## src/rtl/arc4_pkg.sv

```systemverilog
// arc4_pkg: shared FSM type, constants and helpers for the ARC4 datapath stages
package arc4_pkg;
    typedef enum logic [3:0] {
        IDLE, RD_LEN, WAIT_LEN, RD_SI, WAIT_SI, WAIT_SJ, WR_SJ, RD_PAD, WAIT_PAD
    } prga_state_t;
    localparam logic [7:0] LEN_OFFSET = 8'h00;
    localparam logic [7:0] PRINT_LO = 8'h20;
    localparam logic [7:0] PRINT_HI = 8'h7E;
    function automatic logic is_printable(input logic [7:0] b);
        return (b >= PRINT_LO) && (b <= PRINT_HI);
    endfunction
endpackage

```

## src/rtl/arc4_prga.sv

```systemverilog
// arc4_prga: ARC4 keystream/decrypt stage, 6 cycles per byte; ARC4_PRGA_PRINTABLE_CHECK_EN adds pt_ok early abort
module arc4_prga
    import arc4_pkg::*;
#(
    parameter int ADDR_W = 8
) (
    input  logic              clk,
    input  logic              rst,
    input  logic              en,
    output logic              rdy,
    output logic [7:0]        s_addr,
    input  logic [7:0]        s_rddata,
    output logic [7:0]        s_wrdata,
    output logic              s_wren,
    output logic [ADDR_W-1:0] ct_addr,
    input  logic [7:0]        ct_rddata,
    output logic [ADDR_W-1:0] pt_addr,
    output logic [7:0]        pt_wrdata,
    output logic              pt_wren
`ifdef ARC4_PRGA_PRINTABLE_CHECK_EN
    ,
    output logic              pt_ok
`endif
);
    prga_state_t state, nxt;
    logic [7:0] i, j, k, len, si, sj, ctb, pad;
    logic stop;

    assign pad = s_rddata ^ ctb;
`ifdef ARC4_PRGA_PRINTABLE_CHECK_EN
    assign stop = !is_printable(pad);
`else
    assign stop = 1'b0;
`endif

    // state register
    always_ff @(posedge clk) begin
        if (rst) state <= IDLE;
        else state <= nxt;
    end

    // next-state: one read/wait/swap/pad sequence per message byte
    always_comb begin
        nxt = state;
        unique case (state)
            IDLE:     nxt = en ? RD_LEN : IDLE;
            RD_LEN:   nxt = WAIT_LEN;
            WAIT_LEN: nxt = (ct_rddata == 8'd0) ? IDLE : RD_SI;
            RD_SI:    nxt = WAIT_SI;
            WAIT_SI:  nxt = WAIT_SJ;
            WAIT_SJ:  nxt = WR_SJ;
            WR_SJ:    nxt = RD_PAD;
            RD_PAD:   nxt = WAIT_PAD;
            WAIT_PAD: nxt = (k == len || stop) ? IDLE : RD_SI;
            default:  nxt = IDLE;
        endcase
    end

    // datapath registers: indices, length and the bytes captured from the memories
    always_ff @(posedge clk) begin
        if (rst) begin
            i <= 8'd0;
            j <= 8'd0;
            k <= 8'd0;
            len <= 8'd0;
            si <= 8'd0;
            sj <= 8'd0;
            ctb <= 8'd0;
        end else begin
            case (state)
                IDLE: if (en) begin
                    i <= 8'd0;
                    j <= 8'd0;
                end
                WAIT_LEN: begin
                    len <= ct_rddata;
                    k <= 8'd1;
                    i <= 8'd1;
                end
                WAIT_SI: begin
                    si <= s_rddata;
                    ctb <= ct_rddata;
                    j <= j + s_rddata;
                end
                WAIT_SJ: sj <= s_rddata;
                WAIT_PAD: if (nxt == RD_SI) begin
                    k <= k + 8'd1;
                    i <= i + 8'd1;
                end
                default: ;
            endcase
        end
    end

`ifdef ARC4_PRGA_PRINTABLE_CHECK_EN
    // pt_ok starts each message high and drops on the first non-printable plaintext byte
    always_ff @(posedge clk) begin
        if (rst || (state == IDLE && en)) pt_ok <= 1'b1;
        else if (state == WAIT_PAD && stop) pt_ok <= 1'b0;
    end
`endif

    // outputs: memory addresses, write data and enables decoded from the state
    always_comb begin
        rdy = state == IDLE;
        s_addr = (state == WAIT_SI) ? j + s_rddata :
                 (state == WR_SJ)   ? j :
                 (state == RD_PAD)  ? si + sj : i;
        s_wrdata = (state == WR_SJ) ? si : s_rddata;
        s_wren = state == WAIT_SJ || state == WR_SJ;
        ct_addr = (state == RD_LEN) ? ADDR_W'(LEN_OFFSET) : ADDR_W'(k);
        pt_addr = (state == WAIT_LEN) ? ADDR_W'(LEN_OFFSET) : ADDR_W'(k);
        pt_wrdata = (state == WAIT_LEN) ? ct_rddata : pad;
        pt_wren = state == WAIT_LEN || state == WAIT_PAD;
    end
endmodule
```

## config.mk

```make
export PLATFORM = sky130hd
export DESIGN_NAME = arc4_prga
export DESIGN_NICKNAME = d
export VERILOG_FILES = /design/src/rtl/arc4_pkg.sv /design/src/rtl/arc4_prga.sv
export SDC_FILE = /design/constraint.sdc
export NUM_CORES = 1
export LEC_CHECK = 0
export ABC_AREA = 1
export CAP_MARGIN = 40
export CORE_ASPECT_RATIO = 0.5
export CORE_MARGIN = 10
export CORE_UTILIZATION = 45
export CTS_BUF_LIST = sky130_fd_sc_hd__clkbuf_16
export CTS_CLUSTER_SIZE = 20
export DETAILED_ROUTE_END_ITERATION = 10
export PLACE_DENSITY = 0.69
export SETUP_SLACK_MARGIN = 0.3
export SYNTH_ARGS = -nofsm -noshare
export SYNTH_HDL_FRONTEND = slang
export SYNTH_SLANG_ARGS = --single-unit
```

## constraint.sdc

```tcl
create_clock -name clk -period 3.2 [get_ports clk]
set_input_delay 0.96 -clock clk [delete_from_list [all_inputs] [get_ports clk]]
set_output_delay 0.96 -clock clk [all_outputs]
set_load 0.02 [all_outputs]
```

Word-level counts from Yosys, hierarchy flattened
Index checks and enable logic that the tools add are counted.

cells by class
  add/subtract/negate cells = 4
  reductions and logical operators = 10
  equal/unequal tests = 12
  multiplexer cells = 17
  bitwise logic cells = 1

operators by type and width
  kind                 count
  $mux 8               10
  $pmux 4 s9           1
  $pmux 8 s2           2
  $pmux 8 s3           1
  $add 8x1->8 const B  2
  $add 8x8->8          2
  $eq 4x3->1 const B   4
  $eq 4x2->1 const B   3
  $eq 8x8->1           1
  $logic_not 8->1      1
  $xor 8x8->8          1
  $eq 4x1->1 const B   1
  $eq 4x4->1 const B   1
  $logic_not 4->1      1
  $mux 2               2
  $ne 2x2->1 const B   2
  $reduce_and 2->1     2
  $reduce_bool 2->1    2
  $reduce_and 3->1     1
  $reduce_bool 3->1    1
  $logic_or 1x1->1     2
  $mux 1               1

storage, ports and cells
  bits in registers = 60
  input bits = 19
  word-level logic and storage cells = 52

Depth between registers and ports, before layout
Gate-level depths: netlist of the first run.

  depth in word-level cells = 6
  depth in mapped cells = 12
  gate-level depth less buffers = 12

Worst setup path before layout of the first run
No wires, ideal clock.

  path type = input to output
  start point = input port s_rddata[0]
  end point = output port s_addr[4]
  data arrival time = 2.165 ns
  stages on the path = 7
  buffers on the path = 0
  path slack = 0.075 ns
  cell sequence = ha_1 fa_1 a31oi_1 nor2_1 nor2_1 nand2_1 o21ai_1

between the ends
  longest elaborated chain between the ends = 2

RTL lines
  element             line              RTL
  start: declaration  arc4_prga.sv:12   input logic [7:0] s_rddata,
  $add 8x8->8         arc4_prga.sv:106  s_addr = (state == WAIT_SI) ? j + s_rddata :
  $mux 8              arc4_prga.sv:106
  end: declaration    arc4_prga.sv:11   output logic [7:0] s_addr,

Every way passes these cells.

Worst setup path in the final report of the first run
  start point = input port s_rddata[0]
  end point = output port s_addr[7]

The elaborated chain is that of the path after synthesis.

==> results of run 1 <==
[where the power goes]
part / switching, mW / total (mW) / internal (mW)
Clock: 0.357 / 1.12 / 0.758
Combinational: 0.435 / 0.725 / 0.291
Sequential: 0.0553 / 0.854 / 0.798
[cell families after synthesis]
family | Yosys count
XOR/XNOR | 21
AND/OR/NAND/NOR | 281
adder cells (fa/ha/maj) | 18
flip-flops | 60
buffers and inverters | 73
AO/OA/AOI/OAI | 121
[registers in the layout, summed over array words and instances, names as in the netlist]
| register | count |
|---|---|
| len | 8 |
| k | 8 |
| si | 8 |
| sj | 8 |
| state | 4 |
| i | 8 |
| ctb | 8 |
| j | 8 |
[routing by layer]
metal | GRT usage | part of all wire | up-vias
met5 | 0 | 0 | -
met4 | 0.0640 | 0.017 | 0
met3 | 0.0413 | 0.066 | 17
met2 | 0.290 | 0.47 | 125
met1 | 0.233 | 0.45 | 1965
li1 | - | - | 2099
[timing repair]
action / CTS / global route
gates resized for setup: 159 / 36
endpoints found under the setup margin: 34 / 32
setup buffers: 9 / 2
pin swaps: 27 / 16
endpoints found under the hold margin: 0 / 0
[area by class of cell]
cell class,instances,area [um^2]
clock buffers,9,225
clock inverters,7,114
fillers,713,2710
inverters,54,205
multi-input cells,441,2500
flip-flops and latches,60,1200
well taps,112,140
repair buffers,114,1010
[how the worst max path moves through the flow]
stage,to,slack (ns),depth (start not counted),from
after CTS,s_addr[4],-0.02,9,s_rddata[0]
final,s_addr[7],-0.007,12,s_rddata[0]
after global routing,s_addr[6],-0.07,9,s_rddata[0]
after detailed placement,s_addr[6],-0.92,9,s_rddata[0]
after global placement,s_addr[6],-0.89,9,s_rddata[0]
after floorplan,s_addr[6],0.23,7,s_rddata[0]
[cell usage after synthesis (2+ instances only)]
master      n  area (um^2)
nand4_1     9         56.3
ha_1       16          200
a21o_1      4         30.0
buf_2       9         45.0
nor2_1     77          289
nor2_2      2         12.5
o21ai_1     4         20.0
xnor2_1    15          131
nand2_1   137          514
a41oi_1     2         17.5
nor3_1      5         25.0
nand3_1    35          175
o21ai_0    45          225
clkbuf_1    7         26.3
a21oi_1    56          280
o211ai_1    3         22.5
nor2_4      4         45.0
a31oi_1     2         12.5
xor2_1      6         52.6
dfxtp_1    60         1200
nand2_4     3         33.8
a21oi_2     2         17.5
inv_1      44          165
nand2_2     5         31.3
inv_2       9         33.8
fa_1        2         40.0
[worst register-to-register path, cell delays in order, from the launching register on]
cell and delay (ns):
dfxtp_1 0.34, ha_4 0.18, fa_2 0.38, a31oi_4 0.20
nor2_1 0.05, nor2_1 0.09, nand2_1 0.08, buf_4 0.14
buf_4 0.12, a21oi_1 0.10
[metrics by stage]
| step | total power, mW | setup TNS (ns) | utilization | std cells |
|---|---|---|---|---|
| floorplan | 1.29 | 0 | - | 574 |
| detailed placement | 1.57 | -9.73 | 0.594 | 770 |
| global placement | 1.57 | -9.63 | 0.594 | 770 |
| CTS | 2.70 | -0.0213 | 0.658 | 795 |
| finish | 2.69 | -0.0117 | 0.666 | 797 |
| global route | 2.81 | -0.290 | 0.666 | 797 |
==> results.json, run 1 <==
{
  "die_w_um": 150,
  "critPathMaxFanout": 2,
  "synthMuxAreaShare": 0,
  "holdPathStages": 2,
  "violations": "setup timing",
  "fin_crit_sh": 1.00,
  "drive_above_1_share": 0.238,
  "nets": 717,
  "syn-instance-count": 574,
  "peakVddDrop_uv": 349,
  "numCtsBuffers": 9,
  "final_common_cell": "nand2_1",
  "async_flop_share": 0,
  "r2r_setup_slack_ns": 1.45,
  "p_leak_nw": 2.51,
  "ant_nets": 0,
  "grt_pass1_wl_mm": 18.7,
  "cts.clk_slew.worst_paths_ns": 0.05,
  "dp_hpwl_mm": 8.61,
  "skew_ns": 0.00513,
  "worstRegToRegCells": 9,
  "r2r-end": "j[4]",
  "min_from": "len[5]",
  "wl_per_cell_um": 14.9,
  "drtPass1Iterations": 5,
  "fin_ws_ns": -0.00686,
  "place.port_buffers": 61,
  "p_per_area_nw_per_um2": 499,
  "tightest_slew_ns": 0.782,
  "drcViolationCount": 0,
  "cpLargestDelayFamily": "buffers and inverters",
  "cts_root_buf": "clkbuf_16",
  "drtIter0Drc": 403,
  "die_h_um": 85.1,
  "min_path_type": "reg2reg",
  "start_util": 0.470,
  "synth_area_um2": 3810,
  "syn_nets": 611,
  "worstSetupStartpointType": "input port",
  "finalMaxSlewViolations": 0,
  "fin_area_um2": 5400,
  "synthXorXnorAreaFrac": 0.0482,
  "overflow": 0,
  "ys_types": 37,
  "dp_slack_ns": -0.917,
  "diodes": 0,
  "synth_top_family_by_area": "simple AND/OR/NAND/NOR gates",
  "clkSinkCount": 60,
  "min_to": "len[5]",
  "cap_violations": 0,
  "status": "finished with violations",
  "ys.flop_type": "dfxtp_1",
  "routabilityCongestion": 0.945,
  "setup_viol": 3,
  "cts_hold_buf": 0,
  "htree_levels": 3,
  "r2r-start": "j[0]",
  "coreArea_um2": 8120,
  "grt_max_degree": 33,
  "clock_latency_ns": 0.34,
  "row_count": 23,
  "vias_per_cell": 5.28,
  "yosys_register_bits": 60,
  "crit_type": "in2out",
  "grtUsageTotal": 0.181,
  "cp_slowest_cell": "ha_4",
  "synthToLayoutAreaGrowth_pct": 41.7,
  "fmax_mhz": 312,
  "synthSimpleGateAreaFrac": 0.322,
  "max_stage_delay_ns": 0.15,
  "dpl-instance-area_um2": 4820,
  "avgSynthCellArea_um2": 6.64,
  "rsz0062_at_grt": "true",
  "synth-edff-count": 0,
  "synth_compound_area_frac": 0.170,
  "cp_num_buf_inv": 5,
  "synth_fa_ha_area_frac": 0.0630,
  "grt_pass1_vias": 3750,
  "holdWs_ns": 0.476,
  "antenna_found_initial": 0,
  "wl_mm": 11.9,
  "cts_buffer_depth": 2,
  "yosysWarnings": 0,
  "mostFrequentLayoutCells": "nand2_1, nor2_1, dfxtp_1",
  "end_kind": "output port",
  "cp.required_ns": 2.24,
  "cts_tree": "yes",
  "hold_violations": 0,
  "slew_headroom": 0.478,
  "period_needed_ns": 3.21,
  "synth_seq_area_share": 0.315,
  "cp_cell_sequence": "buf_8 > ha_4 > buf_4 > buf_6 > buf_6 > nand3_2 > nand3_2 > nand4_1 > a21o_1 > nand3_2 > nand2_2 > buf_6",
  "vias": 4206,
  "ios": 62,
  "crit_arrival_ns": 2.25,
  "die_area_um2": 12800
}
Note: power is estimated with default switching activity, not from simulation.
==> run 2: changes to the inputs <==
--- a/config.mk
+++ b/config.mk
@@ -10,10 +10,9 @@
 export CORE_ASPECT_RATIO = 0.5
 export CORE_MARGIN = 10
 export CORE_UTILIZATION = 45
-export CTS_BUF_LIST = sky130_fd_sc_hd__clkbuf_16
 export CTS_CLUSTER_SIZE = 20
 export DETAILED_ROUTE_END_ITERATION = 10
-export PLACE_DENSITY = 0.69
+export PLACE_DENSITY_LB_ADDON = 0.25
 export SETUP_SLACK_MARGIN = 0.3
 export SYNTH_ARGS = -nofsm -noshare
 export SYNTH_HDL_FRONTEND = slang
==> results.json, run 2 (synthesis gave the netlist of run 1 again) <==
{
  "status": "finished with violations",
  "violations": "setup timing",
  "drtPass1Iterations": 5,
  "mostFrequentLayoutCells": "nand2_1, nor2_1, buf_4",
  "wl_mm": 12.3,
  "fin_crit_sh": 1.00,
  "htree_levels": 3,
  "cp_cell_sequence": "buf_8 > ha_4 > fa_2 > nand4_1 > nand3_2 > a21oi_2 > o21ai_2 > nand2_2 > buf_6",
  "place.port_buffers": 61,
  "final_common_cell": "nand2_1",
  "worstSetupStartpointType": "input port",
  "wl_per_cell_um": 15.3,
  "antenna_found_initial": 0,
  "drive_above_1_share": 0.238,
  "tightest_slew_ns": 0.782,
  "cts.clk_slew.worst_paths_ns": 0.05,
  "p_leak_nw": 2.52,
  "drcViolationCount": 0,
  "cp_slowest_cell": "fa_2",
  "cts_root_buf": "clkbuf_16",
  "ios": 62,
  "hold_violations": 0,
  "setup_viol": 1,
  "vias_per_cell": 5.22,
  "p_per_area_nw_per_um2": 473,
  "crit_type": "in2out",
  "drtIter0Drc": 380,
  "nets": 727,
  "die_h_um": 85.1,
  "fin_area_um2": 5390,
  "n_fill_cell": 697,
  "coreArea_um2": 8120,
  "grt_pass1_wl_mm": 19.8,
  "cts_tree": "yes",
  "routabilityCongestion": 0.959,
  "start_util": 0.470,
  "grt_max_degree": 33,
  "vias": 4202,
  "dp_hpwl_mm": 8.61,
  "rsz0062_at_grt": "true",
  "critPathMaxFanout": 3,
  "skew_ns": 0.00564,
  "numCtsBuffers": 9,
  "fin_ws_ns": -0.00571,
  "clock_latency_ns": 0.33,
  "finalMaxSlewViolations": 0,
  "diodes": 0,
  "grtUsageTotal": 0.192,
  "grt_pass1_vias": 3932,
  "min_path_type": "reg2reg",
  "fmax_mhz": 312,
  "ant_nets": 0,
  "end_kind": "output port",
  "max_stage_delay_ns": 0.39,
  "crit_arrival_ns": 2.25,
  "overflow": 0,
  "final.setup.tns_ns": -0.00571,
  "cts_buffer_depth": 2,
  "dpl-instance-area_um2": 4830,
  "cp.required_ns": 2.24,
  "synthToLayoutAreaGrowth_pct": 41.4,
  "period_needed_ns": 3.21,
  "clkSinkCount": 60,
  "peakVddDrop_uv": 299,
  "die_area_um2": 12800,
  "die_w_um": 150,
  "slew_headroom": 0.478,
  "cap_violations": 0,
  "row_count": 23
}
-- run 2: worst max-delay path, delay by kind of cell --
family | cells | cell delay, ns
fa+ha+maj | 2 | 0.54
compound gates | 2 | 0.22
simple gates | 3 | 0.31
buf+inv | 2 | 0.21
-- run 2: worst paths after layout --
kind                     from         to  cells after the start  slack, ns
setup / recovery  s_rddata[0]  s_addr[6]                      9     -0.006
hold / removal         len[5]     len[5]                      2       0.48
hold reg to reg        len[5]     len[5]                      2       0.48
setup reg to reg     state[1]       j[3]                     19       0.44
-- run 2: stage by stage --
step                      setup slack [ns]  hold WS (ns)  power, mW  utilization  cells
after floorplan                      0.231         0.452       1.29            -    574
after global placement              -0.899         0.462       1.57        0.595    771
after detailed placement            -0.942         0.474       1.58        0.595    771
after CTS                          -0.0370         0.480       2.55        0.658    804
after global routing               -0.0804         0.503       2.67        0.664    805
final                             -0.00571         0.479       2.55        0.664    805
-- run 2: timing repair --
action                     4_1_cts  5_1_grt
gates resized for setup        146       44
hold endpoints to repair         0        0
setup endpoints to repair       34       37
setup buffers                   19        1
hold buffers                     0        0
gates cloned                     0        0
pin swaps                       23       18
-- run 2: cell type report --
type                            count  area [um^2]  area share
Tap cell                          112          140      0.0260
Sequential cell                    60         1200       0.224
Timing Repair Buffer              124         1060       0.197
Clock buffer                       12          256      0.0476
Multi-Input combinational cell    441         2490       0.462
Inverter                           54          205      0.0381
Clock inverter                      2         35.0     0.00650
-- run 2: metal layers --
layer  track usage  vias to the layer above  part of all wire
li1              -                     2110                 -
met2         0.323                      136              0.48
met4        0.0535                        0             0.012
met5             0                        -                 0
met1         0.238                     1941              0.44
met3        0.0498                       15             0.067
-- run 2: power by group --
| group | internal [mW] | switching, mW |
|---|---|---|
| Clock | 0.635 | 0.335 |
| Sequential | 0.799 | 0.0545 |
| Combinational | 0.288 | 0.438 |
| Total | 1.72 | 0.827 |
